--- src/rtl/nibble_serial_adder_ctrl_if.sv ---
// Purpose: bus between the serial-add controller and one shared 4-bit ripple adder.
// Signals:
//   add_a, add_b  nibble operands presented to the adder
//   add_cin       carry presented to the adder
//   add_s         adder sum nibble (combinational from add_a/add_b/add_cin)
//   add_cout      adder carry out
// Modports: master = controller side, slave = adder side.
interface nibble_serial_adder_ctrl_if;
  logic [3:0] add_a;
  logic [3:0] add_b;
  logic       add_cin;
  logic [3:0] add_s;
  logic       add_cout;

  modport master (
    output add_a,
    output add_b,
    output add_cin,
    input  add_s,
    input  add_cout
  );

  modport slave (
    input  add_a,
    input  add_b,
    input  add_cin,
    output add_s,
    output add_cout
  );
endinterface

--- src/rtl/nibble_serial_adder_ctrl.sv ---
// Purpose: sequences one external 4-bit ripple adder to add two NIBBLES*4-bit
// operands, one nibble per cycle, least-significant nibble first.
// Ports:
//   clk, rst           rising-edge clock, asynchronous active-high reset
//   start              request an addition (sampled in IDLE or DONE only)
//   op_a, op_b, op_cin operands and carry-in, captured on an accepted start
//   bus (master)       add_a/add_b/add_cin to the adder, add_s/add_cout back
//   busy               high during the NIBBLES RUN cycles
//   done               one-cycle pulse when sum/cout are valid
//   sum, cout          result, held until the next accepted start
//   ovf                signed overflow flag, only when NSA_OVERFLOW_FLAG_EN is defined
// Configuration macro: NSA_OVERFLOW_FLAG_EN.
module nibble_serial_adder_ctrl #(
  parameter int unsigned NIBBLES = 4
) (
  input  logic                        clk,
  input  logic                        rst,
  input  logic                        start,
  input  logic [4*NIBBLES-1:0]        op_a,
  input  logic [4*NIBBLES-1:0]        op_b,
  input  logic                        op_cin,
  nibble_serial_adder_ctrl_if.master  bus,
  output logic                        busy,
  output logic                        done,
  output logic [4*NIBBLES-1:0]        sum,
  output logic                        cout
`ifdef NSA_OVERFLOW_FLAG_EN
  ,
  output logic                        ovf
`endif
);

  localparam int unsigned W     = 4 * NIBBLES;
  localparam int unsigned IDX_W = $clog2(NIBBLES);

  if (NIBBLES < 2 || NIBBLES > 16) begin : g_bad_nibbles
    $error("nibble_serial_adder_ctrl: NIBBLES must be in 2..16");
  end

  typedef enum logic [1:0] {
    IDLE = 2'd0,
    RUN  = 2'd1,
    DONE = 2'd2
  } state_t;

  state_t           state;
  logic [IDX_W-1:0] idx;
  logic [IDX_W-1:0] idx_nxt;
  logic [W-1:0]     a_q;
  logic [W-1:0]     b_q;
  logic             last;

  assign last    = (idx == IDX_W'(NIBBLES - 1));
  assign idx_nxt = idx + IDX_W'(1);

  // Adder drive is registered so it already points at the nibble of the
  // current idx; add_cin doubles as the inter-nibble carry register.
  always_ff @(posedge clk or posedge rst) begin
    if (rst) begin
      state       <= IDLE;
      idx         <= '0;
      a_q         <= '0;
      b_q         <= '0;
      sum         <= '0;
      cout        <= 1'b0;
      busy        <= 1'b0;
      done        <= 1'b0;
      bus.add_a   <= 4'h0;
      bus.add_b   <= 4'h0;
      bus.add_cin <= 1'b0;
`ifdef NSA_OVERFLOW_FLAG_EN
      ovf         <= 1'b0;
`endif
    end else begin
      done <= 1'b0;
      case (state)
        IDLE, DONE: begin
          if (start) begin
            a_q         <= op_a;
            b_q         <= op_b;
            idx         <= '0;
            busy        <= 1'b1;
            bus.add_a   <= op_a[3:0];
            bus.add_b   <= op_b[3:0];
            bus.add_cin <= op_cin;
            state       <= RUN;
          end else begin
            state <= IDLE;
          end
        end

        RUN: begin
          sum[4*idx +: 4] <= bus.add_s;
          if (last) begin
            cout        <= bus.add_cout;
            idx         <= '0;
            busy        <= 1'b0;
            done        <= 1'b1;
            bus.add_a   <= 4'h0;
            bus.add_b   <= 4'h0;
            bus.add_cin <= 1'b0;
`ifdef NSA_OVERFLOW_FLAG_EN
            // Top sum bit is the one being written on this edge.
            ovf         <= (a_q[W-1] == b_q[W-1]) && (bus.add_s[3] != a_q[W-1]);
`endif
            state       <= DONE;
          end else begin
            idx         <= idx_nxt;
            bus.add_a   <= a_q[4*idx_nxt +: 4];
            bus.add_b   <= b_q[4*idx_nxt +: 4];
            bus.add_cin <= bus.add_cout;
          end
        end

        default: begin
          state       <= IDLE;
          busy        <= 1'b0;
          bus.add_a   <= 4'h0;
          bus.add_b   <= 4'h0;
          bus.add_cin <= 1'b0;
        end
      endcase
    end
  end

endmodule
--- src/flat_wrapper.sv ---
// flat-port wrapper written by rule: the top's interface ports become plain ports
module nibble_serial_adder_ctrl_flat 
#(
  parameter int unsigned NIBBLES = 4
)
  (clk, rst, start, op_a, op_b, op_cin, busy, done, sum, cout, bus_add_a, bus_add_b, bus_add_cin, bus_add_s, bus_add_cout);
  nibble_serial_adder_ctrl_if bus_i ();
  input  logic clk;
  input  logic rst;
  input  logic start;
  input  logic [4*NIBBLES-1:0] op_a;
  input  logic [4*NIBBLES-1:0] op_b;
  input  logic op_cin;
  output logic busy;
  output logic done;
  output logic [4*NIBBLES-1:0] sum;
  output logic cout;
  output wire logic [$bits(bus_i.add_a)-1:0] bus_add_a;
  output wire logic [$bits(bus_i.add_b)-1:0] bus_add_b;
  output wire logic [$bits(bus_i.add_cin)-1:0] bus_add_cin;
  input wire logic [$bits(bus_i.add_s)-1:0] bus_add_s;
  input wire logic [$bits(bus_i.add_cout)-1:0] bus_add_cout;
  assign bus_add_a = bus_i.add_a;
  assign bus_add_b = bus_i.add_b;
  assign bus_add_cin = bus_i.add_cin;
  assign bus_i.add_s = bus_add_s;
  assign bus_i.add_cout = bus_add_cout;
  nibble_serial_adder_ctrl #(.NIBBLES(NIBBLES)) u_core (.clk(clk), .rst(rst), .start(start), .op_a(op_a), .op_b(op_b), .op_cin(op_cin), .bus(bus_i), .busy(busy), .done(done), .sum(sum), .cout(cout));
endmodule
--- config.mk ---
export PLATFORM = sky130hd
export DESIGN_NAME = nibble_serial_adder_ctrl_flat
export DESIGN_NICKNAME = d
export VERILOG_FILES = /design/src/rtl/nibble_serial_adder_ctrl_if.sv /design/src/rtl/nibble_serial_adder_ctrl.sv /design/src/flat_wrapper.sv
export SDC_FILE = /design/constraint.sdc
export NUM_CORES = 1
export LEC_CHECK = 0
export CELL_PAD_IN_SITES_DETAIL_PLACEMENT = 0
export CELL_PAD_IN_SITES_GLOBAL_PLACEMENT = 1
export CORE_MARGIN = 1
export CORE_UTILIZATION = 44
export DETAILED_ROUTE_END_ITERATION = 6
export HOLD_SLACK_MARGIN = 0.05
export MAX_ROUTING_LAYER = met4
export PLACE_DENSITY_LB_ADDON = 0.1
export SYNTH_ARGS = -nofsm -noshare
export SYNTH_HDL_FRONTEND = slang
export SYNTH_SLANG_ARGS = --single-unit
--- constraint.sdc ---
create_clock -name clk -period 3.8 [get_ports clk]
set_input_delay 0.76 -clock clk [delete_from_list [all_inputs] [get_ports clk]]
set_output_delay 0.76 -clock clk [all_outputs]
set_load 0.01 [all_outputs]
# Yosys cells after proc, flatten, opt, wreduce, memory -nomap -nowiden
# Index checks and enable logic that the tools add are counted.
dict set report op_classes {
  add_sub_neg 2
  shift 4
  n_eq_ne 5
  mux 21
  reduce_logical 7
}
# operator n
set ops {}
lappend ops {{negation 4 -> 34 bit} 1}
lappend ops {{variable shift 4 x 34 -> 16 bit, first input constant} 1}
lappend ops {{variable part select 4 x 34 -> 16 bit} 1}
lappend ops {{variable part select 16 x 5 -> 4 bit} 2}
lappend ops {{bitwise mux 16 bit} 1}
lappend ops {{2-to-1 mux 4 bit} 4}
lappend ops {{case mux 4 bit (2 select lines)} 2}
lappend ops {{case mux 2 bit (2 select lines)} 2}
lappend ops {{AND reduction 2 bit} 4}
lappend ops {{2-to-1 mux 1 bit} 7}
lappend ops {{2-to-1 mux 2 bit} 3}
lappend ops {{equality test 2 bit, second input constant} 2}
lappend ops {{case mux 1 bit (2 select lines)} 2}
lappend ops {{adder 2 x 1 -> 2 bit, second input constant} 1}
lappend ops {{equality test 2 x 1 -> 1 bit, second input constant} 1}
lappend ops {{zero test 2 bit} 1}
lappend ops {{!= test 2 x 1 -> 1 bit, second input constant} 1}
lappend ops {{!= test 2 bit, second input constant} 1}
lappend ops {{nonzero test 2 bit} 1}
lappend ops {{OR reduction 2 bit} 1}
dict set report totals {
  elab_cells 50
  ff_bits 64
  output_inout_bits 28
}

# Longest topological paths before layout
# Gate-level depths: netlist of the first run.
dict set report logic_depth {
  word_depth 4
  depth_mapped 9
  ltp_nobuf 5
}

# Worst setup path after synthesis of the first run
# OpenSTA, ideal clock, no wires.
dict set report synth_path {
  path_type {register -> register}
  startpoint {register u_core.idx[0]}
  endpoint {register u_core.bus.add_a[0]}
  arrival_ps 1762
  n_path_buf 3
  t_required_ps 3666
  path_slack_ps 1904
  path_stages_with_launch 9
  setup_ps 134
  cell_sequence {dfrtp_1 -> buf_6 -> buf_8 -> inv_1 -> ha_1 -> buf_6 -> mux4_2 -> nand2_1 -> o21ai_0}
}
dict set report synth_between {
  elab_chain_cells 4
  elab_cells_between_ends 5
  cone_classes {add/sub: 1; eq/ne: 1; shift: 1; mux: 2}
}
# item line_no
set synth_rtl {}
lappend synth_rtl {{from (decl)} nibble_serial_adder_ctrl.sv:47} ;# logic [IDX_W-1:0] idx;
lappend synth_rtl {{from (signal assigned)} nibble_serial_adder_ctrl.sv:108} ;# idx <= idx_nxt;
lappend synth_rtl {{adder 2 x 1 -> 2 bit} nibble_serial_adder_ctrl.sv:54} ;# assign idx_nxt = idx + IDX_W'(1);
lappend synth_rtl {{variable part select 16 x 5 -> 4 bit} nibble_serial_adder_ctrl.sv:109} ;# bus.add_a <= a_q[4*idx_nxt +: 4];
lappend synth_rtl {{2-to-1 mux 4 bit *} nibble_serial_adder_ctrl.sv:94} ;# if (last) begin
lappend synth_rtl {{case mux 4 bit (2 select lines) *} nibble_serial_adder_ctrl.sv:76} ;# case (state)
lappend synth_rtl {{to (signal assigned)} nibble_serial_adder_ctrl.sv:83} ;# bus.add_a <= op_a[3:0];
lappend synth_rtl {{to (signal assigned)} nibble_serial_adder_ctrl.sv:109}
lappend synth_rtl {{to (decl)} nibble_serial_adder_ctrl_if.sv:16} ;# output add_a,
# Mark *: on every way between the ends. The rest lies on a longest branch, timed or not.
# A chain may end at the register's enable or synchronous reset.

# Worst setup path after layout of the first run
dict set report layout_path {
  startpoint {input start}
  endpoint {register u_core.b_q[7]}
}
dict set report layout_between {
  elab_chain_cells 1
}
# item line_no
set layout_rtl {}
lappend layout_rtl {{from (decl)} flat_wrapper.sv:10} ;# input logic start;
lappend layout_rtl {{AND reduction 2 bit (no source line)} n/a}
lappend layout_rtl {{to (signal assigned)} nibble_serial_adder_ctrl.sv:80} ;# b_q <= op_b;
lappend layout_rtl {{to (decl)} nibble_serial_adder_ctrl.sv:50} ;# logic [W-1:0] b_q;
# Every way passes these cells.

==> flow_summary.toml, run 1 <==
[status]
status = "finished clean"

[power_and_ir_drop]
p_int_w = 0.00212
combPwrFrac_pct = 48.2
peakVddDrop_v = 0.000379
finalPower_w = 0.00316
switching_share_pct = 33.0
p_leak_nw = 1.73
seq_power_share_pct = 37.5
power_frac_clock_pct = 14.3
p_per_area_nw_per_um2 = 807
p_sw_w = 0.00104

[drt]
vias_per_cell = 5.14
num_vias = 1883
first_pass_iters = 4
wl_mm = 5.81
ant_nets = 0
avgRoutedWirePerCell_um = 15.9
dr.first_iter.drc_count = 84
drc = 0

[placement]
place.gp.congestion = 0.683
place_hpwl_mm = 4.06
portBuffers = 68
place_ws_ns = 1.15

[global_routing]
antenna_found_initial = 0
grt_pass1_wl_mm = 9.92
grt_max_degree = 27
track_usage_pct = 18.8
grt_overflow = 0
grt_pass1_vias = 1994

[cells_and_area]
fillerInstances = 599
fin_nets = 330
diodes = 0
area_growth_pct = 27.8
final_common_cell = "clkdlybuf4s50_1"
mostFrequentLayoutCells = "68 x clkdlybuf4s50_1, 64 x dfrtp_1, 29 x mux2_4"
drive_above_1_share_pct = 25.9

[timing]
hold_ws_ns = 0.475
rsz0062_at_grt = "no"
max_freq_mhz = 437
finalCritPeriodShare_pct = 60.3
slew_headroom_pct = 45.5
finalSetupViolCount = 0
hold_viol_final = 0
finalWorstSetupSlack_ns = 1.51
setup_tns_ns = 0
tightest_slew_ns = 0.818
skew_ns = 0.00731
timing.final.max_slew_violations = 0
min_period_ns = 2.29

[setup_path]
r2r_cells = 5
criticalPathCategory = "in2reg"
cp.required_ns = 4.01
crit_arrival_ns = 2.50
crit_fanout = 26
cpPeakStageDelay_ns = 0.67
critPathSlowestCell = "and2b_2"
crit_path_end_kind = "flop"
crit_path_start_kind = "input port"
cp_cell_sequence = "clkdlybuf4s50_1 > and2b_2 > buf_4 > mux2_4"

[clock_tree]
cts-resized-gates = 0
cts_tree = "done"
cts_buffers = 9
cts.clk_slew.worst_paths_ns = 0.06
clk_latency_ns = 0.33
cts_setup_buffers = 0
cts_sinks = 64
cts_hold_repair.buffers = 0
cts-root-buf = "clkbuf_8"
htree_levels = 3
clockBufferDepth = 2

[synth]
yosysSeqAreaShare_pct = 52.3
syn_area_per_cell_um2 = 14.5
yosys_warnings = 0
synthDistinctLibCells = 32
syn-cell-area_um2 = 3060
ys_ff_latch = 64
synth_nets = 257
postSynthCellCount = 211

[floorplan]
core_area_um2 = 6760
die-width_um = 85.4
dieArea_um2 = 7290
ios = 69
start_util_pct = 45.3
std_cell_rows = 30
fp.dieH_um = 85.4

[flow_run]
max_cap_viol_count = 0

[hold_path]
holdCritPathClass = "reg2reg"
holdPathStages = 2
==> power by group through the flow <==
stage          Sequential [W]  Clock [W]  Combinational (W)
2_1_floorplan         0.00120          0            0.00110
3_3_place_gp          0.00119          0            0.00152
3_5_place_dp          0.00119          0            0.00155
4_1_cts               0.00119   0.000471            0.00155
5_1_grt               0.00123   0.000504            0.00167
6_report              0.00118   0.000452            0.00152
==> registers in the layout (all words and copies together) (netlist names) <==
signal	flops
u_core.b_q	16
u_core.a_q	16
u_core.busy	1
u_core.idx	2
u_core.bus.add_b	4
u_core.bus.add_cin	1
u_core.bus.add_a	4
u_core.cout	1
u_core.sum	16
u_core.done	1
u_core.state	2
==> Yosys cell counts, drive strengths merged <==
library cell / n / share of area (%)
dfrtp: 64 / 52
mux2: 34 / 16
nand2: 26 / 3.2
o21ai: 16 / 2.6
buf: 12 / 3.9
mux2i: 9 / 2.9
mux4: 8 / 5.9
a22o: 7 / 2.1
inv: 6 / 0.74
ha: 5 / 2.0
nand3b: 4 / 1.9
o41ai: 3 / 0.86
nand2b: 2 / 0.41
nor2: 2 / 0.25
nor4: 2 / 1.4
o31ai: 2 / 0.49
and2: 1 / 0.20
and2b: 1 / 0.25
and4bb: 1 / 0.41
clkbuf: 1 / 0.12
nor3: 1 / 0.16
nor3b: 1 / 0.41
nor4b: 1 / 0.78
o2bb2ai: 1 / 0.29
or2: 1 / 0.20
==> routing by layer <==
metal | track usage, % | part of all wire, % | routed length [um]
met2 | 28.1 | 47 | 2720
met4 | 5.91 | 1.1 | 62
met3 | 5.54 | 4.4 | 257
met5 | - | 0 | 0
met1 | 24.8 | 48 | 2770
==> area by class of cell <==
| type | count | area (um^2) | area share [%] |
|---|---|---|---|
| flip-flops and latches | 64 | 1600 | 40.9 |
| clock buffers | 11 | 131 | 3.36 |
| repair buffers | 75 | 733 | 18.7 |
| inverters | 6 | 22.5 | 0.576 |
| multi-input cells | 128 | 1310 | 33.6 |
| clock inverters | 2 | 10.0 | 0.256 |
| well taps | 80 | 100 | 2.56 |
==> metrics by stage <==
step	cells	utilization, %	cell area (um^2)
final	366	57.9	3910
after global routing	366	57.9	3910
after CTS	366	57.9	3910
after detailed placement	353	55.8	3770
after global placement	353	55.8	3770
after floorplan	211	-	3060
==> cell families (layout without fill, tap and decap cells) <==
logic type,count (synthesis),count (layout),synth area share [%]
buffers and inverters,19,94,4.78
muxes,51,51,24.9
and+or+nand+nor,43,43,9.57
adders and majority gates,5,5,2.04
AOI/OAI and AO/OA,29,29,6.38
DFF,64,64,52.3
==> path summary, 6_finish.rpt <==
check / start / slack (ns) / to
setup / recovery: start / 1.51 / u_core.b_q[7]
hold / removal: u_core.sum[4] / 0.48 / u_core.sum[4]
setup reg to reg: u_core.idx[1] / 1.58 / u_core.bus.add_a[0]
hold reg to reg: u_core.sum[4] / 0.48 / u_core.sum[4]
max in group asynchronous: rst / 2.37 / u_core.sum[7]
min in group asynchronous: rst / 0.77 / u_core.bus.add_b[1]
==> worst max-delay path: cells and delay by family <==
kind | cells | cell delay, ns
buf+inv | 2 | 0.76
mux | 1 | 0.31
simple gates | 1 | 0.67
(Power assumes the default switching activity.)
==> inputs of run 2 (changes only) <==
- CORE_UTILIZATION: 44 -> 41
- clock period: 3.8 -> 2.25 ns (I/O delays scaled with it)
==> flow_summary.toml, run 2 (synthesis gave the netlist of run 1 again) <==
[drt]
avgRoutedWirePerCell_um = 15.3
vias_per_cell = 4.82
wl_mm = 6.02
drc = 0
first_pass_iters = 4
num_vias = 1895
dr.first_iter.drc_count = 67
ant_nets = 0

[power_and_ir_drop]
peakVddDrop_v = 0.000613
power_frac_clock_pct = 18.9
p_per_area_nw_per_um2 = 1420
combPwrFrac_pct = 45.9
switching_share_pct = 32.1
p_sw_w = 0.00185
p_int_w = 0.00391
seq_power_share_pct = 35.2
p_leak_nw = 1.80

[timing]
finalCritPeriodShare_pct = 82.9
skew_ns = 0.00528
finalSetupViolCount = 0
rsz0062_at_grt = "no"
min_period_ns = 1.87
setup_tns_ns = 0
max_freq_mhz = 536
hold_viol_final = 0
hold_ws_ns = 0.302
finalWorstSetupSlack_ns = 0.384
slew_headroom_pct = 73.2
timing.final.max_slew_violations = 0
tightest_slew_ns = 0.401

[cells_and_area]
area_growth_pct = 32.8
fin_nets = 335
diodes = 0
final_common_cell = "clkdlybuf4s50_1"
reg_top3 = "u_core.a_q x16, u_core.b_q x16, u_core.sum x16"
multi_input_area_um2 = 1310
register_area_um2 = 1600
final-instance-count-excl-fill = 393
fin_area_um2 = 4070
fillerInstances = 649
drive_above_1_share_pct = 28.6
mostFrequentLayoutCells = "68 x clkdlybuf4s50_1, 64 x dfrtp_1, 29 x mux2_4"

[clock_tree]
cts_buffers = 9
cts-resized-gates = 0
clockBufferDepth = 2
cts_setup_buffers = 0
cts_sinks = 64
htree_levels = 3
cts-root-buf = "clkbuf_8"
clk_latency_ns = 0.33
cts.clk_slew.worst_paths_ns = 0.07
cts_tree = "done"
cts_hold_repair.buffers = 0

[setup_path]
crit_arrival_ns = 2.07
r2r_cells = 5
criticalPathCategory = "reg2reg"
critPathSlowestCell = "mux4_2"
crit_path_start_kind = "flop"
crit_path_end_kind = "flop"
crit_fanout = 6
regToRegStartpoint = "u_core.idx[1]"
path_buf_inv = 1
cp.required_ns = 2.45
rr_endpoint = "u_core.bus.add_a[3]"
cp_top_family = "multiplexers"
cpPeakStageDelay_ns = 0.54
cp_cell_sequence = "inv_1 > ha_1 > mux4_2 > nand2_1 > o21ai_0"
regToRegSetupSlack_ns = 0.38

[floorplan]
dieArea_um2 = 7810
fp.dieH_um = 88.4
die-width_um = 88.4
std_cell_rows = 31
start_util_pct = 42.4
core_area_um2 = 7210
ios = 69

[placement]
placed_cell_area_um2 = 3840
place_hpwl_mm = 4.29
place.gp.congestion = 0.704
placed_cells = 377
portBuffers = 68
place_ws_ns = 0.239

[global_routing]
grt_overflow = 0
antenna_found_initial = 0
track_usage_pct = 18.0
grt_pass1_wl_mm = 9.96
grt_max_degree = 31
grt_pass1_vias = 1920

[hold_path]
holdCritPathClass = "in2async"

[flow_run]
max_cap_viol_count = 0

[status]
status = "finished clean"
-- run 2: cell types whose count changed in the layout (fill, tap and decap cells not counted), sizes merged --
cell and delta:
clkinvlp +1, bufinv +2, clkbuf -1, buf +5, clkinv +1
-- run 2: per-stage QoR --
stage               power [W]  utilization [%]
finish                0.00576             56.3
detailed placement    0.00473             53.3
floorplan             0.00389                -
global placement      0.00469             53.3
global route          0.00616             56.3
CTS                   0.00585             56.3
-- run 2: layout make-up --
| cell class | count | area share (%) |
|---|---|---|
| flip-flops and latches | 64 | 39.4 |
| clock buffers | 10 | 3.39 |
| inverters | 6 | 0.554 |
| well taps | 99 | 3.05 |
| multi-input cells | 128 | 32.3 |
| clock inverters | 6 | 2.03 |
| repair buffers | 80 | 19.3 |
-- run 2: worst register-to-register path, delay by kind of cell, from the launching register on --
kind            cells  cell delay, ns
compound gates      1            0.09
fa+ha+maj           1            0.52
buf+inv             1            0.11
flops               1            0.39
mux                 1            0.55
simple gates        1            0.09
-- run 2: how the worst max path moves through the flow --
| stage | start | endpoint | slack, ns | cells after the start |
|---|---|---|---|---|
| floorplan | rst | u_core.a_q[0] | 0.20 | 1 |
| global placement | start | u_core.b_q[12] | 0.25 | 4 |
| detailed placement | start | u_core.b_q[12] | 0.24 | 4 |
| CTS | u_core.idx[1] | u_core.sum[10] | 0.33 | 6 |
| global route | u_core.idx[1] | u_core.sum[9] | 0.19 | 6 |
| finish | u_core.idx[1] | u_core.bus.add_a[3] | 0.38 | 5 |
-- run 2: per-layer routing --
layer  vias up  global-route usage (%)  share of wire [%]
met2        49                    26.3                 46
li1        909                       -                  -
met1       931                    23.9                 48
met4         0                    5.72               0.56
met5         -                       -                  0
met3         6                    5.50                5.0
-- run 2: power groups by stage --
stage / clock network [W] / logic, W / registers [W]
floorplan: 0 / 0.00186 / 0.00203
CTS: 0.00112 / 0.00269 / 0.00203
global placement: 0 / 0.00266 / 0.00203
detailed placement: 0 / 0.00269 / 0.00204
global route: 0.00117 / 0.00289 / 0.00210
finish: 0.00109 / 0.00265 / 0.00203
